[src/rtl/lc3_fetch_pkg.sv]
// Shared opcode constants and fetch state encoding for the LC3 prefetching fetch unit.
package lc3_fetch_pkg;

  localparam logic [3:0] OP_BR   = 4'b0000;
  localparam logic [3:0] OP_JMP  = 4'b1100;
  localparam logic [3:0] OP_HALT = 4'b1111;

  typedef enum logic [1:0] {
    IDLE,
    FETCH,
    HALT
  } fetch_state_t;

endpackage

[src/rtl/lc3_fetch_queue.sv]
// Synchronous FIFO of {pc, instr} pairs; flush clears occupancy and wins over push/pop.
module lc3_fetch_queue #(
  parameter int unsigned DEPTH = 4,
  parameter int unsigned WIDTH = 32
) (
  input  logic                       clk,
  input  logic                       rst,
  input  logic                       push,
  input  logic [WIDTH-1:0]           push_data,
  input  logic                       pop,
  input  logic                       flush,
  output logic [WIDTH-1:0]           head,
  output logic                       head_valid,
  output logic [$clog2(DEPTH):0]     count
);

  localparam int unsigned AW = $clog2(DEPTH);
  localparam int unsigned CW = AW + 1;

  logic [WIDTH-1:0] mem [DEPTH];
  logic [AW-1:0]    rd_ptr;
  logic [AW-1:0]    wr_ptr;
  logic [CW-1:0]    cnt;
  logic             do_push;
  logic             do_pop;

  always_comb begin
    do_pop  = pop && (cnt != '0);
    do_push = push && ((cnt != CW'(DEPTH)) || do_pop);
  end

  always_ff @(posedge clk or posedge rst) begin
    if (rst) begin
      rd_ptr <= '0;
      wr_ptr <= '0;
      cnt    <= '0;
    end else if (flush) begin
      rd_ptr <= '0;
      wr_ptr <= '0;
      cnt    <= '0;
    end else begin
      if (do_push) wr_ptr <= wr_ptr + AW'(1);
      if (do_pop)  rd_ptr <= rd_ptr + AW'(1);
      cnt <= cnt + CW'(do_push) - CW'(do_pop);
    end
  end

  always_ff @(posedge clk) begin
    if (do_push && !flush) mem[wr_ptr] <= push_data;
  end

  assign head       = mem[rd_ptr];
  assign head_valid = (cnt != '0);
  assign count      = cnt;

endmodule

[src/rtl/lc3_fetch_pq.sv]
// LC3 fetch unit: issues one-cycle-latency instruction reads into a prefetch queue and
// redirects on resolved BR/JMP, stops on HALT, resumes on fetch_start.
module lc3_fetch_pq
  import lc3_fetch_pkg::*;
#(
  parameter int unsigned          ADDR_W   = 16,
  parameter int unsigned          DATA_W   = 16,
  parameter int unsigned          DEPTH    = 4,
  parameter logic [ADDR_W-1:0]    RESET_PC = '0
) (
  input  logic                    clk,
  input  logic                    rst,
  input  logic                    fetch_start,
  output logic [ADDR_W-1:0]       mem_addr,
  output logic                    mem_rd,
  input  logic [DATA_W-1:0]       mem_rdata,
  output logic                    instr_valid,
  input  logic                    instr_ready,
  output logic [DATA_W-1:0]       instr_out,
  output logic [ADDR_W-1:0]       instr_pc,
  input  logic                    resolve_valid,
  input  logic [3:0]              opCode_in,
  input  logic [8:0]              offset_in,
  input  logic [ADDR_W-1:0]       reg_in,
  input  logic [2:0]              br_nzp,
  input  logic [2:0]              result_nzp,
  input  logic [ADDR_W-1:0]       resolve_pc,
  output logic [ADDR_W-1:0]       pc,
  output logic                    halted,
  output logic [$clog2(DEPTH):0]  count
);

  localparam int unsigned CW = $clog2(DEPTH) + 1;
  localparam int unsigned QW = ADDR_W + DATA_W;

  fetch_state_t        state, state_nxt;
  logic [ADDR_W-1:0]   pc_q, pc_nxt;
  logic                inflight, inflight_nxt;
  logic [ADDR_W-1:0]   issue_addr;

  logic [CW-1:0]       q_count;
  logic [QW-1:0]       q_head;
  logic                q_valid;

  logic                br_taken;
  logic                jmp_taken;
  logic                halt_res;
  logic                flush;
  logic                pop;
  logic signed [8:0]   offset_s;
  logic [ADDR_W-1:0]   br_target;

  // Credit counts the in-flight read so a returning word always has a free slot.
  assign mem_rd   = (state == FETCH) &&
                    (({1'b0, q_count} + (CW+1)'(inflight)) < (CW+1)'(DEPTH));
  assign mem_addr = pc_q;

  always_comb begin
    offset_s  = offset_in;
    br_target = resolve_pc + ADDR_W'(offset_s);
    br_taken  = resolve_valid && (opCode_in == OP_BR) && ((br_nzp & result_nzp) != 3'b000);
    jmp_taken = resolve_valid && (opCode_in == OP_JMP);
    halt_res  = resolve_valid && (opCode_in == OP_HALT);
    flush     = br_taken || jmp_taken || halt_res;
    pop       = q_valid && instr_ready;
  end

  always_comb begin
    state_nxt    = state;
    pc_nxt       = pc_q;
    // A read issued in a flushing cycle is killed so its data is never pushed.
    inflight_nxt = mem_rd && !flush;
    if (halt_res) begin
      state_nxt = HALT;
      pc_nxt    = resolve_pc;
    end else begin
      if (fetch_start && (state != FETCH)) state_nxt = FETCH;
      if (br_taken)       pc_nxt = br_target;
      else if (jmp_taken) pc_nxt = reg_in;
      else if (mem_rd)    pc_nxt = pc_q + ADDR_W'(1);
    end
  end

  always_ff @(posedge clk or posedge rst) begin
    if (rst) begin
      state      <= IDLE;
      pc_q       <= RESET_PC;
      inflight   <= 1'b0;
      issue_addr <= '0;
    end else begin
      state    <= state_nxt;
      pc_q     <= pc_nxt;
      inflight <= inflight_nxt;
      if (mem_rd) issue_addr <= pc_q;
    end
  end

  lc3_fetch_queue #(
    .DEPTH (DEPTH),
    .WIDTH (QW)
  ) u_queue (
    .clk        (clk),
    .rst        (rst),
    .push       (inflight),
    .push_data  ({issue_addr, mem_rdata}),
    .pop        (pop),
    .flush      (flush),
    .head       (q_head),
    .head_valid (q_valid),
    .count      (q_count)
  );

  assign instr_valid = q_valid;
  assign instr_out   = q_valid ? q_head[DATA_W-1:0]  : '0;
  assign instr_pc    = q_valid ? q_head[QW-1:DATA_W] : '0;
  assign pc          = pc_q;
  assign halted      = (state == HALT);
  assign count       = q_count;

endmodule

[config.mk]
export PLATFORM = sky130hd
export DESIGN_NAME = lc3_fetch_pq
export DESIGN_NICKNAME = d
export VERILOG_FILES = /design/src/rtl/lc3_fetch_pkg.sv /design/src/rtl/lc3_fetch_queue.sv /design/src/rtl/lc3_fetch_pq.sv
export SDC_FILE = /design/constraint.sdc
export NUM_CORES = 1
export LEC_CHECK = 0
export ABC_AREA = 0
export CELL_PAD_IN_SITES_DETAIL_PLACEMENT = 1
export CELL_PAD_IN_SITES_GLOBAL_PLACEMENT = 1
export CORE_MARGIN = 2
export CORE_UTILIZATION = 39
export DETAILED_ROUTE_END_ITERATION = 16
export GPL_ROUTABILITY_DRIVEN = 0
export PLACE_DENSITY_LB_ADDON = 0.08
export SYNTH_ARGS = -nofsm -noshare
export SYNTH_HDL_FRONTEND = slang
export SYNTH_SLANG_ARGS = --single-unit
[constraint.sdc]
create_clock -name clk -period 2 [get_ports clk]
set_input_delay 0.3 -clock clk [delete_from_list [all_inputs] [get_ports clk]]
set_output_delay 0.3 -clock clk [all_outputs]
set_load 0.01 [all_outputs]
## After elaboration in Yosys (flattened, before gate mapping)

Memory sizes are Yosys's and may differ from the RTL's.
Cells that the tools add are included.

- Latch bits: 0
- Output and inout bits: 70
- Memories: 1
- Memory bits (read-only): 0
- Bits in registers: 42
- Bits in writable memories: 128

Memory list:

| memory | words | bits a word | read ports | clocked after memory_dff | wr ports | line | text |
|---|---|---|---|---|---|---|---|
| u_queue.mem | 4 | 32 | 1 | 0 | 1 | lc3_fetch_queue.sv:20 | `logic [WIDTH-1:0] mem [DEPTH];` |

- Div/mod/pow operators: 0
- Equal/unequal tests: 6
- Shifts and indexed selects: 0
- Mux-type cells: 15
- $lt $le $gt $ge: 1
- Bitwise gates (word level): 1
- Reductions and logical operators: 22
- $mul: 0
- Add/subtract/negate cells: 7

Operators with widths:

| cell | count |
|---|---|
| $mux 16 | 6 |
| $add 16x1->16 const B | 1 |
| $add 16x16->16 | 1 |
| $mux 2 | 6 |
| $logic_and 1x1->1 | 11 |
| $eq 4x4->1 const B | 2 |
| $reduce_bool 2->1 | 3 |
| $reduce_bool 3->1 | 2 |
| $add 2x1->2 const B | 2 |
| $add 3x1->4 | 1 |
| $logic_not 4->1 | 1 |
| $lt 4x3->1 const B | 1 |
| $reduce_bool 4->1 | 1 |
| $add 3x1->3 | 1 |
| $and 3x3->3 | 1 |
| $logic_or 1x1->1 | 3 |
| $mux 3 | 1 |
| $ne 3x3->1 const B | 1 |
| $sub 3x1->3 | 1 |
| $eq 2x1->1 const B | 1 |
| $eq 2x2->1 const B | 1 |
| $mux 1 | 2 |
| $ne 2x1->1 const B | 1 |
| $logic_not 1->1 | 1 |

## Depth between registers and ports, before layout

Gate-level depths: netlist of the first run.

- Word-level depth: 9
- Gate-level depth with buffers: 9
- Depth with buffers taken out: 9

## Hierarchy

Synthesis of the first run repeated with hierarchy kept, for this count alone.

- Cell total of the unflattened synthesis: 584
- Area total of the unflattened synthesis: 8197.9 sq um

Modules (own cells, without submodules):

| module | area each (sq um) | cells an instance | times used |
|---|---|---|---|
| lc3_fetch_queue | 5076.1 | 213 | 1 |
| lc3_fetch_pq | 3121.7 | 371 | 1 |

## Least setup slack after synthesis of the first run

Ideal clock, no wire load.

- Path type: input port to flip-flop
- Start: in br_nzp[0]
- End: mem u_queue.mem[0][0], enable pin
- Setup time: 392 ps
- Arrival: 2170 ps
- Buffers on the path: 1
- Stages on the path: 6
- Slack: -562 ps
- Cell sequence: a222oi_1 > nand4b_1 > buf_2 > nand2_1 > nor2_1 > and2_1

- Word-level cells in the longest chain between the ends: 9

RTL lines:

| element | line | text |
|---|---|---|
| from (decl) | lc3_fetch_pq.sv:25 | `input logic [2:0] br_nzp,` |
| $and 3x3->3 | lc3_fetch_pq.sv:61 | `br_taken = resolve_valid && (opCode_in == OP_BR) && ((br_nzp & result_nzp) != 3'b000);` |
| $reduce_bool 3->1 | lc3_fetch_pq.sv:61 |  |
| $logic_and 1x1->1 | lc3_fetch_pq.sv:61 |  |
| $logic_or 1x1->1 (2 in series) | lc3_fetch_pq.sv:64 | `flush = br_taken \|\| jmp_taken \|\| halt_res;` |
| $logic_not 1->1 | lc3_fetch_queue.sv:49 | `if (do_push && !flush) mem[wr_ptr] <= push_data;` |
| $logic_and 1x1->1 | lc3_fetch_queue.sv:49 |  |
| $mux 1 | lc3_fetch_queue.sv:49 |  |
| $mux 1 (not written as such) | lc3_fetch_queue.sv:49 |  |
| to (decl) | lc3_fetch_queue.sv:20 |  |

No other way between the ends.

## Worst setup path after layout of the first run

- Start: reg u_queue.rd_ptr[0]
- End: out instr_pc[8]

- Word-level cells in the longest chain between the ends: 2

RTL lines:

| element | line | text |
|---|---|---|
| from (decl) | lc3_fetch_queue.sv:21 | `logic [AW-1:0] rd_ptr;` |
| from (signal assigned) | lc3_fetch_queue.sv:43 | `if (do_pop) rd_ptr <= rd_ptr + AW'(1);` |
| $mem_v2 4x32 | n/a |  |
| $mux 16 | lc3_fetch_pq.sv:115 | `assign instr_pc = q_valid ? q_head[QW-1:DATA_W] : '0;` |
| to (decl) | lc3_fetch_pq.sv:20 | `output logic [ADDR_W-1:0] instr_pc,` |

No other way between the ends.

==> qor.txt, run 1 <==
Status -> finished with violations
Failing checks -> setup timing
Final Hold Violating Endpoints -> 0
Slew margin rel. -> 71.4%
Ant diodes -> 0
DIE AREA -> 22100 um^2
Share of cells above drive strength 1 -> 41.5%
GRT Util Overall -> 22.6%
Max FO, Critical Path -> 5
Final worst path period need -> 2.20 ns
Initial Utilization -> 40.0%
Fin crit share -> 110%
Hold Slack -> 0.151 ns
Critical Path Start Type -> flop
Vias -> 5996
Vias/cell -> 5.25
Pwr per Cell Area -> 1540 nW/um^2
Max cap viols -> 0
RSZ-0062 raised after global routing -> yes
Static Leak -> 4.74 nW
P&R area growth vs syn -> 50.2%
Final clock skew -> 0.00886 ns
Die Y -> 149 um
Synth cell types -> 57
Total wire length -> 24.3 mm
Post-synth EDFFs -> 128
Maximum vdd drop -> 0.670 mV
Routed len/inst -> 21.3 um
Chip width -> 149 um
Register area share after synthesis -> 60.0%
Clock transition at the registers of the reported paths -> 0.07 ns
Fin nets -> 956
Port buffer count -> 141
Root Driver -> clkbuf_16
Synthesized Nets -> 686
Num CTS Buffers -> 17
Layout filler cell count -> 1996
HP Class -> in2async
Rows -> 52
Core box area -> 20400 um^2
Skew-Pair Late Insertion Delay -> 0.43 ns
Iter 0 DRT Violations -> 280
Setup CP Type -> reg2out
Detail Route Antenna Nets -> 0
Max Clock Freq -> 454 MHz
Cts hold-fix bufs -> 0
Required time worst endpoint -> 1.70 ns
Synthesized flop and latch total -> 170
Yosys top cell by area -> edfxtp_1
Sum Neg Setup Slack -> -5.90 ns
Avg Inst Size Synth -> 13.8 um^2
# IOs -> 142
Global route overflow -> 0
Worst Tran Pin Value -> 0.429 ns
Fraction of registers with async set or reset after synthesis -> 24.7%
Global-route wire length before repair -> 37.4 mm
Vias in the first global route -> 6743
Htree depth -> 4
Synth area leaders -> edfxtp_1 (47%), dfrtp_1 (13%), mux4_2 (8.8%)
Post-DP HPWL -> 16.8 mm
Remaining DRCs -> 0
Most used DFF post-synth -> edfxtp_1
CTS Sinks -> 170
Final setup violation count -> 47
Post-Route Utilization -> 60.1%
Crit path DAT -> 1.90 ns
Pin count of the biggest net entering global routing -> 28
Share of the synthesized area in the top cell type -> 47.1%
Element type at the critical path end -> output pin
Initial antenna violation count -> 0
Max-slew violations -> 0
Number of warning messages in the yosys log -> 0
Longest Clk Path Bufs -> 2
Pre-antenna DRT Iters -> 5
Setup slack after layout -> -0.201 ns
Mapped cell area -> 8150 um^2
CTS tree -> done
Cells after synthesis -> 589
report_power, final:
| part | switching, mW | internal (mW) |
|---|---|---|
| clock | 1.51 | 1.92 |
| sequential | 0.630 | 5.07 |
| combinational | 4.26 | 5.52 |
| total | 6.40 | 12.5 |
kinds of logic after synthesis:
logic type | synth area share [%]
DFF | 60.0
and+or+nand+nor | 8.81
AOI/OAI and AO/OA | 9.45
buffers and inverters | 3.65
muxes | 11.0
xor gates and xnor gates | 3.01
adders and majority gates | 4.02
through the flow:
stage / instances / setup WS, ns / total power [mW] / area [um^2]
2_1_floorplan: 589 / -0.0967 / 9.70 / 8210
3_3_place_gp: 1086 / -0.711 / 13.4 / 10800
3_5_place_dp: 1086 / -0.777 / 13.7 / 10800
4_1_cts: 1142 / -0.291 / 18.6 / 12000
5_1_grt: 1142 / -0.249 / 19.9 / 12200
6_report: 1142 / -0.201 / 18.9 / 12200
layout make-up:
class / instances / area, um^2 / share of cell area [%]
clock buffers: 17 / 425 / 3.47
flip-flops and latches: 170 / 4900 / 40.0
multi-input cells: 361 / 3430 / 28.0
inverters: 13 / 53.8 / 0.439
clock inverters: 15 / 198 / 1.61
repair buffers: 296 / 2900 / 23.7
well taps: 270 / 338 / 2.76
worst max-delay path, cell delays in order, from the launching register on:
cell and delay (ns):
dfrtp_2 0.38, buf_12 0.14, buf_12 0.14, mux4_2 0.53, and2_4 0.16, buf_6 0.12
metal layers:
metal	wire length, um	track usage (%)	part of all wire (%)	vias up
met5	0	0	0	-
met4	430	7.52	1.8	0
met3	796	3.56	3.3	30
met2	13400	42.4	55	159
met1	9720	26.3	40	3042
li1	-	-	-	2765
worst paths after layout:
kind,start,end,slack [ns],cells after the start
setup reg to reg,u_queue.count[1],mem_addr[15],-0.16,11
hold reg to reg,issue_addr[5],u_queue.mem[3][21],0.52,0
max in group asynchronous,rst,issue_addr[5],1.34,3
setup / recovery,u_queue.rd_ptr[0],instr_pc[8],-0.20,5
hold / removal,rst,inflight,0.15,2
min in group clk,resolve_pc[0],mem_addr[0],0.24,3
Yosys cell counts (all sizes together), types with 2 or more instances:
cell type    n
o21ai       26
and3         6
o41ai        2
or2          2
xor2        11
ha          23
xnor2       17
a21o         8
a211oi      11
o22ai        8
a21boi       2
a31oi        2
mux4        32
a21oi       29
nand2       31
nor3         6
nor2        36
a221oi       3
and2        37
o21a         3
inv         13
or3          2
buf         23
mux2        15
edfxtp     128
nor4         2
nand4        6
o211ai       7
nand3       13
dfrtp       42
a2111oi      3
clkbuf      22
fa           2
registers in the layout, summed over array words and instances (netlist names):
| register | flops |
|---|---|
| inflight | 1 |
| u_queue.wr_ptr | 2 |
| u_queue.rd_ptr | 2 |
| u_queue.mem | 128 |
| issue_addr | 16 |
| state | 2 |
| u_queue.count | 3 |
| mem_addr | 16 |
placed cells by master (no fill, tap or decap), types with 6 or more instances in the layout:
cell type          n
inv_1              7
buf_6             37
buf_4            121
edfxtp_1         128
dlymetal6s2s_1     7
nand2_1           28
o21ai_0           16
and3_1             6
a21oi_1           26
and2_4            30
buf_2             10
buf_12            17
clkbuf_16         19
mux2_2            15
and2_1             7
nand4_1            6
a211oi_1           9
a21o_1             8
o211ai_1           6
xnor2_1           17
ha_4               8
clkdlybuf4s50_1   90
dlygate4sd2_1      6
ha_1              14
xor2_1            10
dfrtp_1           39
nand3_1           10
nor2_1            32
mux4_2            32
repair_timing:
item | in CTS | in global routing
resized for setup | 250 | 61
pin swaps | 59 | 26
endpoints found under the hold margin | 0 | 0
gates cloned | 5 | 2
setup endpoints to repair | 46 | 178
buffers inserted | 20 | 4
Power figures use the tool's default switching activity.
==> run 2, diff against run 1 <==
--- a/config.mk
+++ b/config.mk
@@ -9,7 +9,8 @@
 export CELL_PAD_IN_SITES_DETAIL_PLACEMENT = 1
 export CELL_PAD_IN_SITES_GLOBAL_PLACEMENT = 1
 export CORE_MARGIN = 2
-export CORE_UTILIZATION = 39
+export CORE_UTILIZATION = 40
+export CTS_BUF_LIST = sky130_fd_sc_hd__clkbuf_2 sky130_fd_sc_hd__clkbuf_4 sky130_fd_sc_hd__clkbuf_8
 export DETAILED_ROUTE_END_ITERATION = 16
 export GPL_ROUTABILITY_DRIVEN = 0
 export PLACE_DENSITY_LB_ADDON = 0.08
==> run 2 against run 1 <==
The run still ends with setup timing left; global-route usage fell by 0.072 points; worst setup slack got worse by 0.054 ns; die area down 2.4%; cell area down 1.2%; largest power group unchanged.
==> qor.txt, run 2 (synthesized netlist as in run 1, its figures left out) <==
Chip width -> 147 um (-1.2%)
Element type at the critical path end -> output pin
Remaining DRCs -> 0 (unchanged)
P&R area growth vs syn -> 48.4%
Setup slack after layout -> -0.255 ns (-0.0543 ns)
Pwr per Cell Area -> 1520 nW/um^2 (-1.8%)
Critical path's slowest cell -> mux4_2
Worst-path cell chain -> buf_6 -> buf_12 -> mux4_2 -> and2_4 -> buf_6
Port buffer count -> 141 (unchanged)
Final clock skew -> 0.0181 ns (+0.00921 ns)
Critical Path Start Type -> flop
DIE AREA -> 21500 um^2 (-2.4%)
Most frequent cells in the layout -> edfxtp_1 (128), buf_4 (117), clkdlybuf4s50_1 (97)
Fin crit share -> 113% (+2.7 points)
Final setup violation count -> 58 (+23%)
Vias -> 6016 (+0.33%)
Iter 0 DRT Violations -> 240 (-14%)
Vias in the first global route -> 6698 (-0.67%)
HP Class -> in2async
Status -> finished with violations
Final worst path period need -> 2.26 ns (+0.0543 ns)
Global route overflow -> 0 (unchanged)
CTS Sinks -> 170 (unchanged)
Num CTS Buffers -> 17 (unchanged)
Max FFs per register -> 128 (unchanged)
Max Clock Freq -> 443 MHz (-2.4%)
Leading cell type in the layout, fill and taps excluded -> edfxtp_1
Static Leak -> 4.65 nW (-1.9%)
Root Driver -> clkbuf_8
Ant diodes -> 0 (unchanged)
Slew margin rel. -> 68.0% (-3.4 points)
# IOs -> 142 (unchanged)
Total wire length -> 23.7 mm (-2.5%)
Fin nets -> 960 (+0.42%)
Detail Route Antenna Nets -> 0 (unchanged)
Setup CP Type -> reg2out
RSZ-0062 raised after global routing -> yes
GRT Util Overall -> 22.5% (-0.072 points)
Die Y -> 147 um (-1.2%)
Crit path DAT -> 1.96 ns (+0.06 ns)
Initial Utilization -> 40.6% (+0.52 points)
Worst r2r dst -> mem_addr[13]
Final Hold Violating Endpoints -> 0 (unchanged)
Pin count of the biggest net entering global routing -> 25 (-11%)
Largest stage delay on the critical path -> 0.52 ns (about the same)
Required time worst endpoint -> 1.70 ns (about the same)
Pre-antenna DRT Iters -> 4 (-1)
Core box area -> 20100 um^2 (-1.3%)
Worst r2r path cells -> 9 (-2)
Post-DP HPWL -> 16.3 mm (-3.1%)
Reg with most FFs -> u_queue.mem
Vias/cell -> 5.25 (about the same)
Worst Tran Pin Value -> 0.480 ns (+0.0506 ns)
Failing checks -> setup timing
Initial antenna violation count -> 0 (unchanged)
Maximum vdd drop -> 0.657 mV (-2.0%)
Reg-to-reg setup timing slack -> -0.13 ns (+0.03 ns)
Crit Reg-Reg Startpoint -> u_queue.count[1]
Max-slew violations -> 0 (unchanged)
CTS tree -> done
Most frequent CP cell -> buf_6
Skew-Pair Late Insertion Delay -> 0.46 ns (+0.03 ns)
Hold Slack -> 0.167 ns (+0.0159 ns)
Share of cells above drive strength 1 -> 40.8% (-0.71 points)
Longest Clk Path Bufs -> 2 (unchanged)
Rows -> 52 (unchanged)
Global-route wire length before repair -> 37.2 mm (-0.61%)
Post-Route Utilization -> 60.2% (about the same)
Clock transition at the registers of the reported paths -> 0.09 ns (+0.02 ns)
Htree depth -> 4 (unchanged)
Max cap viols -> 0 (unchanged)
Max FO, Critical Path -> 8 (+3)
Routed len/inst -> 20.7 um (-2.7%)
-- run 2: cell count changes in the layout (fill, tap and decap cells not counted), moves of 6 or more --
cell	change
clkbuf_16	-18
clkbuf_8	+17
and2_1	+7
and2_4	-7
clkdlybuf4s50_1	+7
buf_2	+6
-- run 2: worst max-delay path, delay by kind of cell (launching register included) --
kind	cells	cell delay (ns)
multiplexers	1	0.52
flip-flops	1	0.43
AND/OR/NAND/NOR	1	0.17
buffers and inverters	3	0.38
-- run 2: through the flow --
step                area (um^2)  power [mW]  setup slack, ns  instances  TNS (ns)
floorplan                  8210        9.70          -0.0967        589    -0.193
global route              12100        19.3           -0.339       1145    -12.48
detailed placement        10900        13.8           -0.742       1084    -55.00
finish                    12100        18.3           -0.255       1145     -7.29
CTS                       11800        17.9           -0.343       1140     -9.53
global placement          10900        13.5           -0.686       1084    -46.23
-- run 2: where the power goes --
part | leakage, nW | internal [mW] | switching, mW
Combinational | 2.78 | 5.56 | 4.29
Clock | 0.231 | 1.61 | 1.20
Sequential | 1.64 | 5.06 | 0.627
-- run 2: cell type report --
class	count	area, um^2
Clock buffer	18	241
Tap cell	270	338
Timing Repair Buffer	300	2940
Fill cell	1936	8010
Sequential cell	170	4900
Clock inverter	13	223
Multi-Input combinational cell	361	3410
Inverter	13	51.3
-- run 2: worst max-delay path by stage --
stage	from	to	slack, ns	cells past startpoint
finish	u_queue.rd_ptr[0]	instr_pc[8]	-0.26	5
floorplan	offset_in[0]	mem_addr[8]	-0.1	8
global route	u_queue.rd_ptr[0]	instr_pc[8]	-0.34	5
global placement	resolve_pc[0]	mem_addr[12]	-0.69	11
CTS	u_queue.rd_ptr[0]	instr_out[15]	-0.34	6
detailed placement	resolve_pc[0]	mem_addr[12]	-0.74	11
-- run 2: timing repair --
action / CTS / global route
resized for setup: 238 / 57
cloned: 4 / 1
setup buffers: 22 / 8
pin swaps: 52 / 22
endpoints found under the setup margin: 45 / 156
hold buffers: 0 / 0
-- run 2: layer usage --
layer	GRT usage, %	wire length (um)	vias up
met4	8.16	599	0
li1	-	-	2773
met3	3.94	699	37
met5	0	0	-
met2	41.4	12900	148
met1	26.5	9520	3058
